$ cat src/rtl/gf_pkg.sv
// Shared widths, FSM encoding and constant-tap carry-less multiply for the GF(2^64) reducer.
package gf_pkg;

  localparam int GF_W   = 64;
  localparam int PROD_W = 127;
  localparam logic [31:0] DEFAULT_POLY_LOW = 32'h0000_001B;

  typedef enum logic [1:0] {IDLE, FOLD1, FOLD2, VALID} state_t;

  // Taps are a parameter at every call site, so this collapses to a fixed XOR network.
  function automatic logic [PROD_W-1:0] clmul_const(input logic [PROD_W-1:0] x,
                                                     input logic [31:0]       taps);
    logic [PROD_W-1:0] acc;
    acc = '0;
    for (int k = 0; k < 32; k++) begin
      if (taps[k]) acc = acc ^ (x << k);
    end
    return acc;
  endfunction

endpackage

$ cat src/rtl/gf64_reduce_seq_if.sv
// Product-in / remainder-out handshake bundle for gf64_reduce_seq.
interface gf64_reduce_seq_if;
  import gf_pkg::*;

  logic              in_valid;
  logic              in_ready;
  logic [PROD_W-1:0] in_prod;
  logic              out_valid;
  logic              out_ready;
  logic [GF_W-1:0]   out_rem;
  logic              busy;

  modport master (
    output in_valid, in_prod, out_ready,
    input  in_ready, out_valid, out_rem, busy
  );

  modport slave (
    input  in_valid, in_prod, out_ready,
    output in_ready, out_valid, out_rem, busy
  );

endinterface

$ cat src/rtl/gf_fold.sv
// One combinational fold: din[63:0] ^ clmul(din[IN_W-1:64], POLY_LOW), kept OUT_W bits wide.
module gf_fold
  import gf_pkg::*;
#(
  parameter int          IN_W     = PROD_W,
  parameter int          OUT_W    = PROD_W - 32,
  parameter logic [31:0] POLY_LOW = DEFAULT_POLY_LOW
) (
  input  logic [IN_W-1:0]  din,
  output logic [OUT_W-1:0] dout
);

  logic [PROD_W-1:0] h_ext;
  logic [PROD_W-1:0] prod;
  logic [OUT_W-1:0]  l_ext;
  logic              unused_hi;

  assign h_ext = PROD_W'(din[IN_W-1:GF_W]);
  assign prod  = clmul_const(h_ext, POLY_LOW);
  assign l_ext = OUT_W'(din[GF_W-1:0]);
  assign dout  = l_ext ^ prod[OUT_W-1:0];

  // With POLY_LOW of degree <= 31 these product bits are always zero.
  assign unused_hi = ^prod[PROD_W-1:OUT_W];

endmodule

$ cat src/rtl/gf64_reduce_seq.sv
// Reduces a 127-bit carry-less product mod x^64 + POLY_LOW in two registered folds.
// Result is valid three edges after accept and is held until out_ready.
module gf64_reduce_seq
  import gf_pkg::*;
#(
  parameter logic [31:0] POLY_LOW = DEFAULT_POLY_LOW
) (
  input  logic              clk,
  input  logic              rst,
  gf64_reduce_seq_if.slave  bus
);

  localparam int R1_W = PROD_W - 32;

  state_t            state;
  logic [PROD_W-1:0] p_reg;
  logic [R1_W-1:0]   r1;
  logic [R1_W-1:0]   r1_next;
  logic [GF_W-1:0]   rem_next;
  logic [GF_W-1:0]   out_rem;
  logic              out_valid;
  logic              busy;
  logic              accept;

  gf_fold #(.IN_W(PROD_W), .OUT_W(R1_W), .POLY_LOW(POLY_LOW)) u_fold1 (
    .din  (p_reg),
    .dout (r1_next)
  );

  gf_fold #(.IN_W(R1_W), .OUT_W(GF_W), .POLY_LOW(POLY_LOW)) u_fold2 (
    .din  (r1),
    .dout (rem_next)
  );

  // Accepting in VALID is only safe when the held result leaves on the same edge.
  assign bus.in_ready  = !rst && ((state == IDLE) || ((state == VALID) && bus.out_ready));
  assign accept        = bus.in_valid && bus.in_ready;
  assign bus.out_valid = out_valid;
  assign bus.out_rem   = out_rem;
  assign bus.busy      = busy;

  always_ff @(posedge clk) begin
    if (rst) begin
      state     <= IDLE;
      p_reg     <= '0;
      r1        <= '0;
      out_rem   <= '0;
      out_valid <= 1'b0;
      busy      <= 1'b0;
    end else begin
      case (state)
        IDLE: begin
          if (accept) begin
            p_reg <= bus.in_prod;
            state <= FOLD1;
            busy  <= 1'b1;
          end
        end
        FOLD1: begin
          r1    <= r1_next;
          state <= FOLD2;
        end
        FOLD2: begin
          out_rem   <= rem_next;
          out_valid <= 1'b1;
          state     <= VALID;
        end
        VALID: begin
          if (bus.out_ready) begin
            out_valid <= 1'b0;
            if (accept) begin
              p_reg <= bus.in_prod;
              state <= FOLD1;
            end else begin
              state <= IDLE;
              busy  <= 1'b0;
            end
          end
        end
        default: begin
          state <= IDLE;
          busy  <= 1'b0;
        end
      endcase
    end
  end

endmodule

$ cat src/flat_wrapper.sv
// flat-port wrapper written by rule: the top's interface ports become plain ports
module gf64_reduce_seq_flat import gf_pkg::*;
#(
  parameter logic [31:0] POLY_LOW = DEFAULT_POLY_LOW
)
  (clk, rst, bus_in_valid, bus_in_prod, bus_out_ready, bus_in_ready, bus_out_valid, bus_out_rem, bus_busy);
  gf64_reduce_seq_if bus_i ();
  input  logic clk;
  input  logic rst;
  input wire logic [$bits(bus_i.in_valid)-1:0] bus_in_valid;
  input wire logic [$bits(bus_i.in_prod)-1:0] bus_in_prod;
  input wire logic [$bits(bus_i.out_ready)-1:0] bus_out_ready;
  output wire logic [$bits(bus_i.in_ready)-1:0] bus_in_ready;
  output wire logic [$bits(bus_i.out_valid)-1:0] bus_out_valid;
  output wire logic [$bits(bus_i.out_rem)-1:0] bus_out_rem;
  output wire logic [$bits(bus_i.busy)-1:0] bus_busy;
  assign bus_i.in_valid = bus_in_valid;
  assign bus_i.in_prod = bus_in_prod;
  assign bus_i.out_ready = bus_out_ready;
  assign bus_in_ready = bus_i.in_ready;
  assign bus_out_valid = bus_i.out_valid;
  assign bus_out_rem = bus_i.out_rem;
  assign bus_busy = bus_i.busy;
  gf64_reduce_seq #(.POLY_LOW(POLY_LOW)) u_core (.clk(clk), .rst(rst), .bus(bus_i));
endmodule
$ cat config.mk
export PLATFORM = sky130hd
export DESIGN_NAME = gf64_reduce_seq_flat
export DESIGN_NICKNAME = d
export VERILOG_FILES = /design/src/rtl/gf_pkg.sv /design/src/rtl/gf64_reduce_seq_if.sv /design/src/rtl/gf_fold.sv /design/src/rtl/gf64_reduce_seq.sv /design/src/flat_wrapper.sv
export SDC_FILE = /design/constraint.sdc
export NUM_CORES = 1
export LEC_CHECK = 0
export CORE_MARGIN = 2
export CORE_UTILIZATION = 55
export DETAILED_ROUTE_END_ITERATION = 16
export PLACE_DENSITY = 0.8
export SYNTH_ARGS = -nofsm -noshare
export SYNTH_HDL_FRONTEND = slang
export SYNTH_HIERARCHICAL = 1
export SYNTH_SLANG_ARGS = --single-unit
$ cat constraint.sdc
create_clock -name clk -period 2.2 [get_ports clk]
set_clock_uncertainty 0.2 [all_clocks]
set_input_delay 0.22 -clock clk [delete_from_list [all_inputs] [get_ports clk]]
set_output_delay 0.22 -clock clk [all_outputs]
set_load 0.02 [all_outputs]
======== Word level (Yosys, flattened, before mapping) ========
Index checks and enable logic that the tools add are counted.
storage, ports and cells
  register bits after elaboration ......... 290
  word-level logic and storage cells ...... 45
cells by class
  reduce and logical (&&, ||, !) cells .... 12
  eq/ne operators ......................... 6
  multiplexer cells ....................... 13
  bitwise operators ....................... 8
operators by type and width
  cell                  number
  $mux W127             2
  $pmux W127 S2         1
  $xor A64 B95 Y95      1
  $xor A95 B67 Y95      1
  $xor A64 B66 Y66      1
  $xor A63 B64 Y64      1
  $xor A64 B35 Y64      1
  $xor A64 B64 Y64      1
  $xor A32 B34 Y34      1
  $xor A31 B32 Y32      1
  $pmux W2 S4           1
  $reduce_and A2 Y1     3
  $mux W1               5
  $eq A2 B2 Y1 const B  2
  $mux W2               2
  $ne A2 B2 Y1 const B  2
  $pmux W1 S2           2
  $reduce_and A4 Y1     1
  $reduce_bool A2 Y1    2
  $logic_and A1 B1 Y1   3
  $eq A2 B1 Y1 const B  1
  $logic_not A2 Y1      1
  $ne A2 B1 Y1 const B  1
  $logic_not A1 Y1      1
  $logic_or A1 B1 Y1    1

======== Longest topological paths before layout ========
Gate-level depths: netlist of the first run.
  depth after elaboration ................. 8
  depth in mapped cells ................... 8
  depth with buffers taken out ............ 5

======== Hierarchy ========
Netlist of the first run, hierarchy kept.
modules (own cells, without submodules)
  module                    seq. area each (um^2)  cells an instance  instances  area each (um^2)
  gf64_reduce_seq           5805.6                 1126               1          10799.1
  gf_fold (u_core.u_fold1)  0.0                    181                1          2367.3
  gf_fold (u_core.u_fold2)  0.0                    108                1          1306.3

======== Worst setup path before layout of the first run ========
OpenSTA, ideal clock, no wires.
  kind .................................... reg-to-reg
  start point ............................. register u_core.state[0]
  end point ............................... register u_core.p_reg[100]
  clock period less this slack ............ 1.867 ns
  setup slack ............................. 0.333 ns
  arrival time ............................ 1.550 ns
  required time ........................... 1.883 ns
  buffers on the path ..................... 3
  cell stages (with the launch flop) ...... 9
  cell sequence ........................... dfxtp_1 inv_1 ha_1 mux2_4 buf_2 buf_6 buf_6 nand3_1 nand2_1
on the way
  longest elaborated chain between the ends .. 8
  elaborated cells on any way between the ends .. 12
RTL lines
  what                    line                                          text
  from (decl)             gf64_reduce_seq.sv:15                         state_t state;
  from (signal assigned)  gf64_reduce_seq.sv:44                         state <= IDLE;
  from (signal assigned)  gf64_reduce_seq.sv:55                         state <= FOLD1;
  from (signal assigned)  gf64_reduce_seq.sv:61                         state <= FOLD2;
  $eq A2 B2 Y1            gf64_reduce_seq.sv:36, gf64_reduce_seq.sv:51
  $logic_and A1 B1 Y1     gf64_reduce_seq.sv:36                         assign bus.in_ready = !rst && ((state == IDLE) || ((state == VALID) && bus.out_ready));
  $logic_or A1 B1 Y1      gf64_reduce_seq.sv:36
  $logic_and A1 B1 Y1     gf64_reduce_seq.sv:36
  $logic_and A1 B1 Y1     gf64_reduce_seq.sv:37                         assign accept = bus.in_valid && bus.in_ready;
  $mux W127 (2 in a row)  -
  $pmux W127 S2           gf64_reduce_seq.sv:51                         case (state)
  to (signal assigned)    gf64_reduce_seq.sv:54                         p_reg <= bus.in_prod;
  to (signal assigned)    gf64_reduce_seq.sv:72                         p_reg <= bus.in_prod;
  to (decl)               gf64_reduce_seq.sv:16                         logic [PROD_W-1:0] p_reg;
Several ways; a longest one is shown, not always the timed one. The select of a mux whose other input is x is not followed.
A chain may end at the register's enable or synchronous reset.

======== Worst setup path after layout of the first run ========
  start point ............................. register u_core.state[0]
  end point ............................... output port bus_in_ready
on the way
  longest elaborated chain between the ends .. 4
  elaborated cells on any way between the ends .. 5
RTL lines
  what                     line                   text
  $eq A2 B2 Y1             gf64_reduce_seq.sv:36
  $logic_and A1 B1 Y1      gf64_reduce_seq.sv:36
  $logic_or A1 B1 Y1 (*)   gf64_reduce_seq.sv:36
  $logic_and A1 B1 Y1 (*)  gf64_reduce_seq.sv:36
  to (decl)                flat_wrapper.sv:13     output wire logic [$bits(bus_i.in_ready)-1:0] bus_in_ready;
Mark *: on every way between the ends. The rest lies on a longest branch, timed or not.

==> out/metrics.yaml, run 1 <==
outcome:
  status: "finished clean"
clock_tree:
  htree_levels: 1
  root_buffer: "clkbuf_16"
  cts_buffers: 30
  cts_max_path_buffers: 3
  tritoncts: "built"
  clk_latency_ps: 550
  cts_sinks: 290
  clkTransAtPathRegs_ps: 70
job:
  cap_viol_max_count: 0
power:
  p_leak_uw: 0.00733
  ir_worst_vdd_mv: 0.985
  power.density_nw_per_um2: 1330
sta:
  hold_slack_ps: 19.4
  final.setup.tns_ps: 0
  maxSlewHeadroom_pct: 59.2
  hold_viol_final: 0
  fin_crit_ps: 2080
  fmax_mhz: 480
  slew_viol_final: 0
  setup_viol: 0
  post-route-period-util_pct: 94.7
  rsz0062_at_grt: "no"
  tightest_slew_ps: 612
  setup_ws_ps: 116
synthesis:
  ys_seq_area_share_pct: 40.1
  synth_area_sq_um: 14500
  syn_area_per_cell_sq_um: 10.2
  ys_ff_latch: 290
  yosysUniqueCellTypes: 30
  yosys_warnings: 6
  syn_inst: 1415
layout:
  areaGrowthSynthToFinish_pct: 22.2
  fillers: 1928
  layout-drive-gt1-share_pct: 6.54
  final_common_cell: "dfxtp_1"
  post-route-util_pct: 68.3
  nets: 1687
  layout.cells.most_common_list: "dfxtp_1, clkdlybuf4s50_1, nor2_1"
  multi_input_comb_area_sq_um: 7860
  largest_register_ffs: 127
  regArea_sq_um: 5810
critical_path:
  crit_family: "flip-flops"
  end_kind: "primary output"
  r2r-start: "u_core/state[0]"
  path_cells: "inv_1, ha_4, a21oi_1, nor2_1, clkdlybuf4s15_2"
  crit_path_top_delay_cell: "dfxtp_4"
  worst_path_largest_cell_delay_ps: 390
  startpoint: "u_core/state[0]"
  crit_fanout: 7
  start_kind: "flop"
  cp.arrival_ps: 1660
  cp_num_buf_inv: 2
  cp.required_ps: 1780
  worstSetupPathType: "reg2out"
grt:
  grt_antenna_before_repair: 1
  grt.met1_usage_pct: 31.4
  met3_usage_pct: 4.15
  grt_pass1_wl_mm: 53.2
  grt.met2_usage_pct: 38.1
  grt_start_max_net_pins: 128
  grt-busiest-layer: "met2"
  gr-usage-all-layers_pct: 23.0
  gr-total-overflow: 0
  grt_pass1_vias: 10329
min_path:
  hp-start: "bus_in_prod[72]"
  hold_class: "in2reg"
drt:
  drt_iter0_drc: 784
  routedWlPerCell_um: 17.2
  routed_wl_mm: 32.8
  vias: 10446
  drc_errors: 0
  drt_pass1_iterations: 7
  vias_per_cell: 5.47
  postRouteAntennaNets: 0
placed_design:
  port_buffers: 197
  gp_congestion: 0.778
  pre_cts_ws_ps: 138
  hpwl_mm: 21.1
die:
  fp.dieH_um: 166
  fp.dieW_um: 166
  rows: 59
  start_util_pct: 55.9
  coreArea_sq_um: 25900
  io_pins: 198
  die_area_sq_um: 27600
==> worst min-delay path, cell delays in order <==
cell             delay [ps]
clkdlybuf4s50_1         390
nand3_1                  60
nand2_1                  40
==> metal layers <==
layer	share of wire [%]	up-vias
li1	-	5043
met1	45	4984
met2	47	371
met3	6.7	48
met4	1.8	0
met5	0	-
==> where the power goes <==
part           internal [uW]  switching, uW  total, uW
Combinational           5390           4980      10400
Sequential              6560           1190       7750
Clock                   3290           2110       5400
==> synth_stat cells <==
library cell  count  share of area, %
a211oi_1          1             0.052
a21o_1            1             0.052
a21oi_1           4              0.14
a31oi_1           1             0.043
buf_1            12              0.31
buf_2            36               1.2
buf_4            68               3.5
buf_6             4              0.31
clkbuf_1         43               1.1
conb_1            1             0.026
dfxtp_1         290                40
ha_1              5              0.43
inv_1             3             0.078
inv_2             1             0.026
mux2_4            1              0.10
mux2i_1         159                11
mux2i_4           1              0.16
nand2_1         128               3.3
nand2b_1          3              0.13
nand3_1         130               4.5
nor2_1          161               4.2
nor2b_1           3              0.13
o211ai_1        128               6.6
o21ai_0           1             0.035
xnor2_1          66               4.0
xnor2_2           3              0.34
xnor3_1          75                12
xnor3_2           2              0.33
xor2_1           75               4.5
xor3_1            9               1.5
==> kinds of logic (layout without fill, tap and decap cells) <==
group	count (synthesis)	after routing	share of synthesized area, %
and+or+nand+nor	425	425	12.3
DFF	290	290	40.1
buffers and inverters	167	300	6.61
adders and majority gates	5	5	0.432
other	1	29	0.0259
muxes	161	161	11.3
xor gates and xnor gates	230	230	22.3
AOI/OAI and AO/OA	136	136	6.96
==> cell type report <==
class	count	share of cell area [%]
antenna	1	0.0142
clock buffer	39	5.01
clock inverter	17	1.07
inverter	4	0.113
multi-input combinational	985	44.4
sequential	290	32.9
tap	335	2.37
timing repair buffer	240	14.1
==> what timing repair did <==
item | CTS | global route
hold buffers | 13 | 0
setup buffers | 0 | 0
endpoints found under the setup margin | 1 | 1
resized for setup | 6 | 2
endpoints found under the hold margin | 13 | 0
gates cloned | 0 | 0
pin swaps | 0 | 0
==> per-stage QoR <==
step	cells	power, uW	instance area [sq um]
2_1_floorplan	1442	15800	14600
3_3_place_gp	1841	17800	16500
3_5_place_dp	1841	18000	16500
4_1_cts	1910	23600	17700
5_1_grt	1910	24800	17700
6_report	1911	23500	17700
==> final timing paths <==
path	endpoint	slack [ps]	cells after the start
max	bus_in_ready	120	5
min	u_core/p_reg[72]	20	3
max reg2reg	u_core/bus.out_rem[41]	130	6
min reg2reg	u_core/bus.out_rem[62]	290	2
No activity file was read; power rests on OpenSTA's default activity.
==> run 2, diff against run 1 <==
--- a/config.mk
+++ b/config.mk
@@ -9,6 +9,7 @@
 export CORE_UTILIZATION = 55
 export DETAILED_ROUTE_END_ITERATION = 16
 export PLACE_DENSITY = 0.8
+export REMOVE_ABC_BUFFERS = 1
 export SYNTH_ARGS = -nofsm -noshare
 export SYNTH_HDL_FRONTEND = slang
 export SYNTH_HIERARCHICAL = 1
==> run 2 against run 1 <==
Compared with the run above: clock-buffer cell count up 4; first-iteration DRC count down 1.4%; sequential share of layout area up 0.066 points; flip-flop and latch count unchanged; routed wire length up 0.69%; via count down 0.49%; worst setup slack better by 110 ps; die area unchanged; total power up 0.40%; fmax up 5.5%; final area down 0.16%.
==> out/metrics.yaml, run 2 (synthesis results as in run 1) <==
critical_path:
  worst_path_largest_cell_delay_ps: 680
  worstSetupPathType: "reg2out"
  crit_fanout: 2
  r2r_cells: 5
  cp_num_buf_inv: 1
  end_kind: "primary output"
  reg2reg_slack_ps: 300
  crit_family: "buffers and inverters"
  cp.arrival_ps: 1550
  crit_path_top_delay_cell: "clkdlybuf4s50_1"
  path_cells: "clkdlybuf4s50_1"
  r2r-start: "u_core/state[0]"
  start_kind: "flop"
  cp.required_ps: 1780
  rr_endpoint: "u_core/bus.out_rem[22]"
sta:
  post-route-period-util_pct: 89.8
  fmax_mhz: 506
  maxSlewHeadroom_pct: 57.4
  tightest_slew_ps: 639
  fin_crit_ps: 1970
  setup_viol: 0
  setup_ws_ps: 225
  hold_viol_final: 0
  rsz0062_at_grt: "no"
  slew_viol_final: 0
layout:
  largest_register_ffs: 127
  areaGrowthSynthToFinish_pct: 22.0
  final_area_sq_um: 17700
  final_common_cell: "dfxtp_1"
  layout-drive-gt1-share_pct: 6.57
  antenna_cells: 0
  layout.cells.most_common_list: "dfxtp_1, clkdlybuf4s50_1, nor2_1"
  nets: 1678
min_path:
  hold_class: "in2reg"
  worstHoldPathCells: 3
  min_to: "u_core/p_reg[52]"
  hp-start: "bus_in_prod[52]"
power:
  clock_power_share_pct: 23.5
  internal-power_uw: 15400
  p_sw_share_pct: 35.0
  p_leak_uw: 0.00729
  power.density_nw_per_um2: 1340
  power.switching_uw: 8270
  combPwrFrac_pct: 43.7
  ir_worst_vdd_mv: 1.83
  seqPwrFrac_pct: 32.8
drt:
  routedWlPerCell_um: 17.4
  postRouteAntennaNets: 0
  vias: 10395
  drt_iter0_drc: 773
  vias_per_cell: 5.47
  drt_pass1_iterations: 5
  drc_errors: 0
  routed_wl_mm: 33.0
grt:
  grt_pass1_vias: 10478
  grt_start_max_net_pins: 128
  grt_antenna_before_repair: 0
  gr-usage-all-layers_pct: 23.2
  grt_pass1_wl_mm: 53.6
  gr-total-overflow: 0
die:
  fp.dieH_um: 166
  coreArea_sq_um: 25900
  die_area_sq_um: 27600
  io_pins: 198
  rows: 59
  fp.dieW_um: 166
  start_util_pct: 55.9
clock_tree:
  cts_sinks: 290
  tritoncts: "built"
  cts_buffers: 31
  htree_levels: 1
  cts_max_path_buffers: 3
  clk_latency_ps: 550
  clkTransAtPathRegs_ps: 60
  root_buffer: "clkbuf_16"
  post_cts_buffers: 0
job:
  cap_viol_max_count: 0
outcome:
  status: "finished clean"
placed_design:
  port_buffers: 197
  pre_cts_ws_ps: 112
  placed_area_sq_um: 16500
  hpwl_mm: 21.3
  gp_congestion: 0.760
[run 2: cell count changes in the layout (fill, tap and decap cells not counted), sizes merged]
cell,previous run,this run
inv,4,6
clkinvlp,0,2
bufinv,4,5
dlygate4sd3,13,3
clkdlybuf4s15,1,0
clkinv,13,6
clkbuf,39,44
diode,1,0
[run 2: power groups by stage]
| stage | sequential [uW] | combinational, uW | clock (uW) |
|---|---|---|---|
| 5_1_grt | 7900 | 11100 | 5850 |
| 3_3_place_gp | 7750 | 9990 | 0 |
| 6_report | 7750 | 10300 | 5550 |
| 4_1_cts | 7740 | 10300 | 5650 |
| 2_1_floorplan | 7490 | 6830 | 0 |
| 3_5_place_dp | 7810 | 10200 | 0 |
[run 2: how the worst max path moves through the flow]
stage                                 startpoint                to  slack, ps  cells after the start
after global routing             u_core/state[0]      bus_in_ready        130                      5
after global placement           u_core/state[1]      bus_in_ready        190                      5
final                     u_core/bus.out_rem[42]   bus_out_rem[42]        230                      1
after CTS                        u_core/state[1]      bus_in_ready         30                      5
after floorplan                              rst   u_core/p_reg[0]      -2730                      3
after detailed placement         u_core/state[1]  u_core/p_reg[22]        110                      6
[run 2: through the flow]
step	utilization, %	total power (uW)	setup TNS [ps]	cells	hold WS [ps]
global route	68.1	24900	0	1902	19.4
global placement	63.7	17700	0	1841	272
floorplan	-	14300	-624570	1279	89.1
CTS	68.1	23700	0	1902	1.12
detailed placement	63.7	18000	0	1841	279
finish	68.1	23600	0	1902	22.4
[run 2: area by class of cell]
type | count | area [sq um]
clock buffers | 43 | 891
clock inverters | 15 | 213
fillers | 1923 | 8250
inverters | 4 | 20.0
multi-input cells | 985 | 7870
flip-flops and latches | 290 | 5810
well taps | 335 | 419
repair buffers | 230 | 2430
[run 2: worst reg2reg max path, delay by kind of cell (launching register included)]
kind                     cells  cell delay [ps]
AND/OR/NAND/NOR              1               70
flip-flops                   1              370
adder cells (fa/ha/maj)      1              470
multiplexers                 1              260
buffers and inverters        2              380
[run 2: repair_timing]
item	CTS	global route
hold endpoints to repair	8	0
resized for setup	9	4
hold buffers	3	0
endpoints found under the setup margin	1	1
[run 2: routing by layer]
| layer | vias up | wire length [um] | track usage (%) |
|---|---|---|---|
| met2 | 336 | 15500 | 38.3 |
| met1 | 4972 | 14900 | 32.1 |
| met3 | 51 | 1990 | 3.86 |
| met5 | - | 0 | 0 |
| li1 | 5036 | - | - |
| met4 | 0 | 676 | 5.47 |
